### config.mk
export PLATFORM = sky130hd
export DESIGN_NAME = pipeline_hazard_ctrl
export DESIGN_NICKNAME = d
export VERILOG_FILES = /design/src/rtl/pipeline_hazard_ctrl.sv
export SDC_FILE = /design/constraint.sdc
export NUM_CORES = 1
export LEC_CHECK = 0
export CAP_MARGIN = 10
export CORE_ASPECT_RATIO = 1.1
export CORE_UTILIZATION = 34
export DETAILED_ROUTE_END_ITERATION = 10
export GPL_ROUTABILITY_DRIVEN = 0
export PLACE_DENSITY_LB_ADDON = 0.05
export SLEW_MARGIN = 20
export SYNTH_ARGS = -nofsm -noshare
export SYNTH_HDL_FRONTEND = slang
export SYNTH_SLANG_ARGS = --single-unit
### constraint.sdc
create_clock -name clk -period 2.8 [get_ports clk]
set_input_delay 0.56 -clock clk [delete_from_list [all_inputs] [get_ports clk]]
set_output_delay 0.56 -clock clk [all_outputs]
set_load 0.1 [all_outputs]
### src/rtl/pipeline_hazard_ctrl.sv
// rtl/pipeline_hazard_ctrl.sv - hazard sequencing, operand forwarding and stall counting
//
// Purpose: drives the PC and pipeline-register enables and flushes of the 10-bit core.
// It resolves load-use, multi-cycle RAM and taken-branch hazards, generates the EX
// operand forwarding selects, and keeps a saturating count of stalled cycles.
//
// Ports:
//   clk, reset                        rising-edge clock, async active-high reset
//   id_rs_addr/id_rt_addr/id_uses_*   source operands of the ID instruction
//   ex_rs_addr/ex_rt_addr             source operands of the EX instruction
//   ex_dest_addr/ex_mem_re/ex_reg_wb  destination and kind of the EX instruction
//   ex_mem_req, mem_ready             RAM request and completion handshake
//   mem_dest_addr/mem_reg_wb/mem_re   writeback info of the Exe/Mem/WB register
//   branch_taken                      branch resolved taken in EX
//   pc_en, if_id_en, id_ex_en, exe_mem_wb_en   pipeline enables
//   if_id_flush, id_ex_flush          bubble insertion
//   fwd_a, fwd_b                      00 regfile, 01 alu_result_out, 10 ram_rdata_out
//   mem_timeout                       sticky RAM timeout flag
//   stall_cycles                      saturating stalled-cycle count
module pipeline_hazard_ctrl #(
  parameter int unsigned WAIT_MAX = 15
) (
  input  logic        clk,
  input  logic        reset,
  input  logic [2:0]  id_rs_addr,
  input  logic [2:0]  id_rt_addr,
  input  logic        id_uses_rs,
  input  logic        id_uses_rt,
  input  logic [2:0]  ex_rs_addr,
  input  logic [2:0]  ex_rt_addr,
  input  logic [2:0]  ex_dest_addr,
  input  logic        ex_mem_re,
  input  logic        ex_reg_wb,
  input  logic        ex_mem_req,
  input  logic        mem_ready,
  input  logic [2:0]  mem_dest_addr,
  input  logic        mem_reg_wb,
  input  logic        mem_re,
  input  logic        branch_taken,
  output logic        pc_en,
  output logic        if_id_en,
  output logic        id_ex_en,
  output logic        exe_mem_wb_en,
  output logic        if_id_flush,
  output logic        id_ex_flush,
  output logic [1:0]  fwd_a,
  output logic [1:0]  fwd_b,
  output logic        mem_timeout,
  output logic [15:0] stall_cycles
);

  typedef enum logic [1:0] {
    RUN      = 2'd0,
    MEM_WAIT = 2'd1,
    ERROR    = 2'd2
  } state_t;

  localparam logic [3:0] WAIT_LIMIT = 4'(WAIT_MAX);

  state_t      state_q, state_d;
  logic [3:0]  wait_cnt_q, wait_cnt_d;
  logic        timeout_q, timeout_d;
  logic        load_use;

  // All eight registers are compared; r0 is an ordinary register in this core.
  assign load_use = ex_mem_re && ex_reg_wb &&
                    ((id_uses_rs && (ex_dest_addr == id_rs_addr)) ||
                     (id_uses_rt && (ex_dest_addr == id_rt_addr)));

  always_ff @(posedge clk or posedge reset) begin
    if (reset) begin
      state_q      <= RUN;
      wait_cnt_q   <= 4'd0;
      timeout_q    <= 1'b0;
      stall_cycles <= 16'd0;
    end else begin
      state_q    <= state_d;
      wait_cnt_q <= wait_cnt_d;
      timeout_q  <= timeout_d;
      // pc_en here is the value held throughout the cycle now ending.
      if (!pc_en && (stall_cycles != 16'hFFFF)) begin
        stall_cycles <= stall_cycles + 16'd1;
      end
    end
  end

  always_comb begin
    state_d       = state_q;
    wait_cnt_d    = wait_cnt_q;
    timeout_d     = timeout_q;
    pc_en         = 1'b1;
    if_id_en      = 1'b1;
    id_ex_en      = 1'b1;
    exe_mem_wb_en = 1'b1;
    if_id_flush   = 1'b0;
    id_ex_flush   = 1'b0;

    case (state_q)
      RUN: begin
        if (ex_mem_req && !mem_ready) begin
          // Freeze beats a simultaneous branch; the branch is taken on completion.
          pc_en         = 1'b0;
          if_id_en      = 1'b0;
          id_ex_en      = 1'b0;
          exe_mem_wb_en = 1'b0;
          state_d       = MEM_WAIT;
          wait_cnt_d    = 4'd1;
        end else if (branch_taken) begin
          // The flush also squashes any load-use dependent, so no PC hold is needed.
          if_id_flush = 1'b1;
          id_ex_flush = 1'b1;
        end else if (load_use) begin
          pc_en       = 1'b0;
          if_id_en    = 1'b0;
          id_ex_flush = 1'b1;
        end
      end

      MEM_WAIT: begin
        if (mem_ready) begin
          if_id_flush = branch_taken;
          id_ex_flush = branch_taken;
          state_d     = RUN;
        end else begin
          pc_en         = 1'b0;
          if_id_en      = 1'b0;
          id_ex_en      = 1'b0;
          exe_mem_wb_en = 1'b0;
          if (wait_cnt_q == WAIT_LIMIT) begin
            state_d   = ERROR;
            timeout_d = 1'b1;
          end else begin
            wait_cnt_d = wait_cnt_q + 4'd1;
          end
        end
      end

      default: begin
        pc_en         = 1'b0;
        if_id_en      = 1'b0;
        id_ex_en      = 1'b0;
        exe_mem_wb_en = 1'b0;
        timeout_d     = 1'b1;
        state_d       = ERROR;
      end
    endcase
  end

  assign mem_timeout = timeout_q;

  function automatic logic [1:0] fwd_sel(input logic [2:0] addr, input logic [2:0] dest,
                                         input logic wb, input logic re);
    if (wb && (dest == addr)) begin
      return re ? 2'b10 : 2'b01;
    end
    return 2'b00;
  endfunction

  assign fwd_a = fwd_sel(ex_rs_addr, mem_dest_addr, mem_reg_wb, mem_re);
  assign fwd_b = fwd_sel(ex_rt_addr, mem_dest_addr, mem_reg_wb, mem_re);

endmodule

==> run summary <==
status = completed
CP arrival = 2.11 ns
# IOs = 56
GRT overflow = 0
top cell type's share of synthesized area = 42.4%
sequential share of the synthesized area = 42.4%
CP Class = input port to output port
first-pass GRT wire length = 5400 microns
DRT Wirelength = 3100 microns
Max-Cap Viols = 0
GR met3 Demand/Resource = 4.50%
Startpoint Class = input port
total core area = 3740 sq um
PD cells = 621 nW/um^2
Synth Area in Compound Gates = 6.18%
Sink Count = 23
Area Growth Syn to Fin = 53.1%
Clock Tree Buf Depth = 2
Layout Skew = 0.00909 ns
syn nets = 163
leakage power = 0.867 nW
largest family of logic cells by synthesized area = simple AND/OR/NAND/NOR gates
post-synthesis xor/xnor area fraction = 18.7%
area leader, netlist = dfrtp_1
HPWL Detailed = 2540 microns
worst setup margin = 0.128 ns
Most Crowded Layer GR = met2
TritonCTS clock tree = yes
vias in the first global route = 1,212
Worst-Margin Slew = 0.875 ns
DRT antenna net count = 0
DIE WIDTH = 62.2 microns
Worst EP required = 2.24 ns
CTS root buf = clkbuf_8
# rows = 23
Die Y = 68.2 microns
Rel. slew slack = 41.6%
max-slew violation count = 0
hold violation total from the final report = 0
Max IR drop VDD = 285 uV
total number of vias = 1,131
Place WS = 0.0988 ns
initial DRC count = 38
Max Fclk = 0.374 GHz
post-route setup TNS = 0 ns
Synth cell types = 32
Starting Density = 36.3%
commonest cells in the netlist = dfrtp_1, xor2_1, xnor2_1
antenna violations before repair = 0
post-CTS resize count = 0
pin count of the biggest net entering global routing = 24
Min-Delay Path Class = flip-flop to flip-flop
simple-gate share of the synthesized area = 26.8%
detailed-route wire length per cell = 13.0 microns
Adder-Cell Fraction of Synth Area = 1.85%
fin crit share = 95.4%
Clock Latency Late Sink = 0.27 ns
die area = 4250 sq um
clk slew on worst S/H paths = 0.08 ns
synth top area cells = dfrtp_1, xor2_1, xnor2_1
number of iterations in the first detailed-routing pass = 4
Yosys Warn Count = 0
post-synthesis mux area share = 0.830%
routed vias/inst = 4.73
layout cells sized above 1 = 24.3%
main flop type after synthesis = dfrtp_1
final setup fails = 0
CTS H-tree depth = 1
fin nets = 221
number of flops mapped to enable cells by yosys = 0
most common cell in the synthesized netlist = dfrtp_1
unrepaired setup endpoints after global routing = no
diodes inserted = 0
Total GRT Usage = 16.4%
Setup Fix Bufs, Post-CTS = 0
met2 usage = 30.4%
Synth Instances = 132
Post-Synthesis Cell Area = 1360 sq um
Post-synth ARST share = 100%
R2R setup slack = 0.81 ns
Hold-fix buffers, CTS = 0
Setup crit end kind = output port
Tmin final = 2.67 ns
DRC violations left = 0
top fanout value on the critical path = 5
total CTS buffers = 3
flops & latches, synth = 23
I/O Buffers = 55
M1 GR Usage = 18.3%
layout filler cell count = 363
final hold slack = 0.474 ns
synthesized area per cell = 10.3 sq um
per-stage QoR:
step	std cells	utilization [%]	cell area [sq um]	power, mW
final	239	55.5	2080	1.29
after global routing	239	55.5	2080	1.34
after CTS	239	55.5	2080	1.30
after detailed placement	235	54.3	2030	1.09
after global placement	235	54.3	2030	1.09
after floorplan	132	-	1380	0.925
routing by layer:
layer / up-vias / wire [microns]
li1: 571 / -
met1: 517 / 1320
met2: 39 / 1530
met3: 4 / 204
met4: 0 / 39
met5: - / 0
where the power goes:
group | switching [mW] | total (mW) | internal, mW
logic | 0.482 | 0.633 | 0.151
clock network | 0.109 | 0.209 | 0.0993
registers | 0.0632 | 0.447 | 0.384
total | 0.655 | 1.29 | 0.634
sequential cells by signal, indices dropped and copies added, names as in the netlist:
register,cells
state_q,2
mem_timeout,1
wait_cnt_q,4
stall_cycles,16
worst paths after layout:
kind | start | endpoint | cells after the start
setup / recovery | mem_ready | if_id_en | 4
max in group asynchronous | reset | state_q[1] | 2
min in group asynchronous | reset | stall_cycles[2] | 2
hold / removal | mem_timeout | mem_timeout | 1
hold reg to reg | mem_timeout | mem_timeout | 1
setup reg to reg | state_q[1] | stall_cycles[1] | 5
logic make-up (layout without fill, tap and decap cells):
family	count (synthesis)	after routing
muxes	1	1
xor gates and xnor gates	29	29
DFF	23	23
buffers and inverters	7	64
adders and majority gates	2	2
AOI/OAI and AO/OA	6	6
and+or+nand+nor	64	64
cell type report:
class	instances	area [sq um]	area share [%]
Clock buffer	3	41.3	1.99
Tap cell	50	62.6	3.01
Timing Repair Buffer	57	623	30.0
Multi-Input combinational cell	102	756	36.4
Sequential cell	23	576	27.7
Inverter	3	13.8	0.663
Clock inverter	1	5.00	0.241
critical path, stage by stage:
cell,delay (ns)
clkdlybuf4s50_1,0.56
o21ba_2,0.23
a311oi_4,0.51
buf_12,0.24
placed cells by master, fill, tap and decap left out, types with 2 or more instances in the layout:
cell	instances
nor2_1	10
xor2_1	15
nor3_1	7
nand2_1	13
nand4_1	7
dfrtp_1	23
nand3_1	6
ha_1	2
nor4_1	5
nand2b_1	3
and2_1	2
clkdlybuf4s50_1	28
clkbuf_8	3
buf_12	10
buf_4	19
nor2b_1	2
xnor2_1	14
inv_1	2
(Power assumes the default switching activity.)
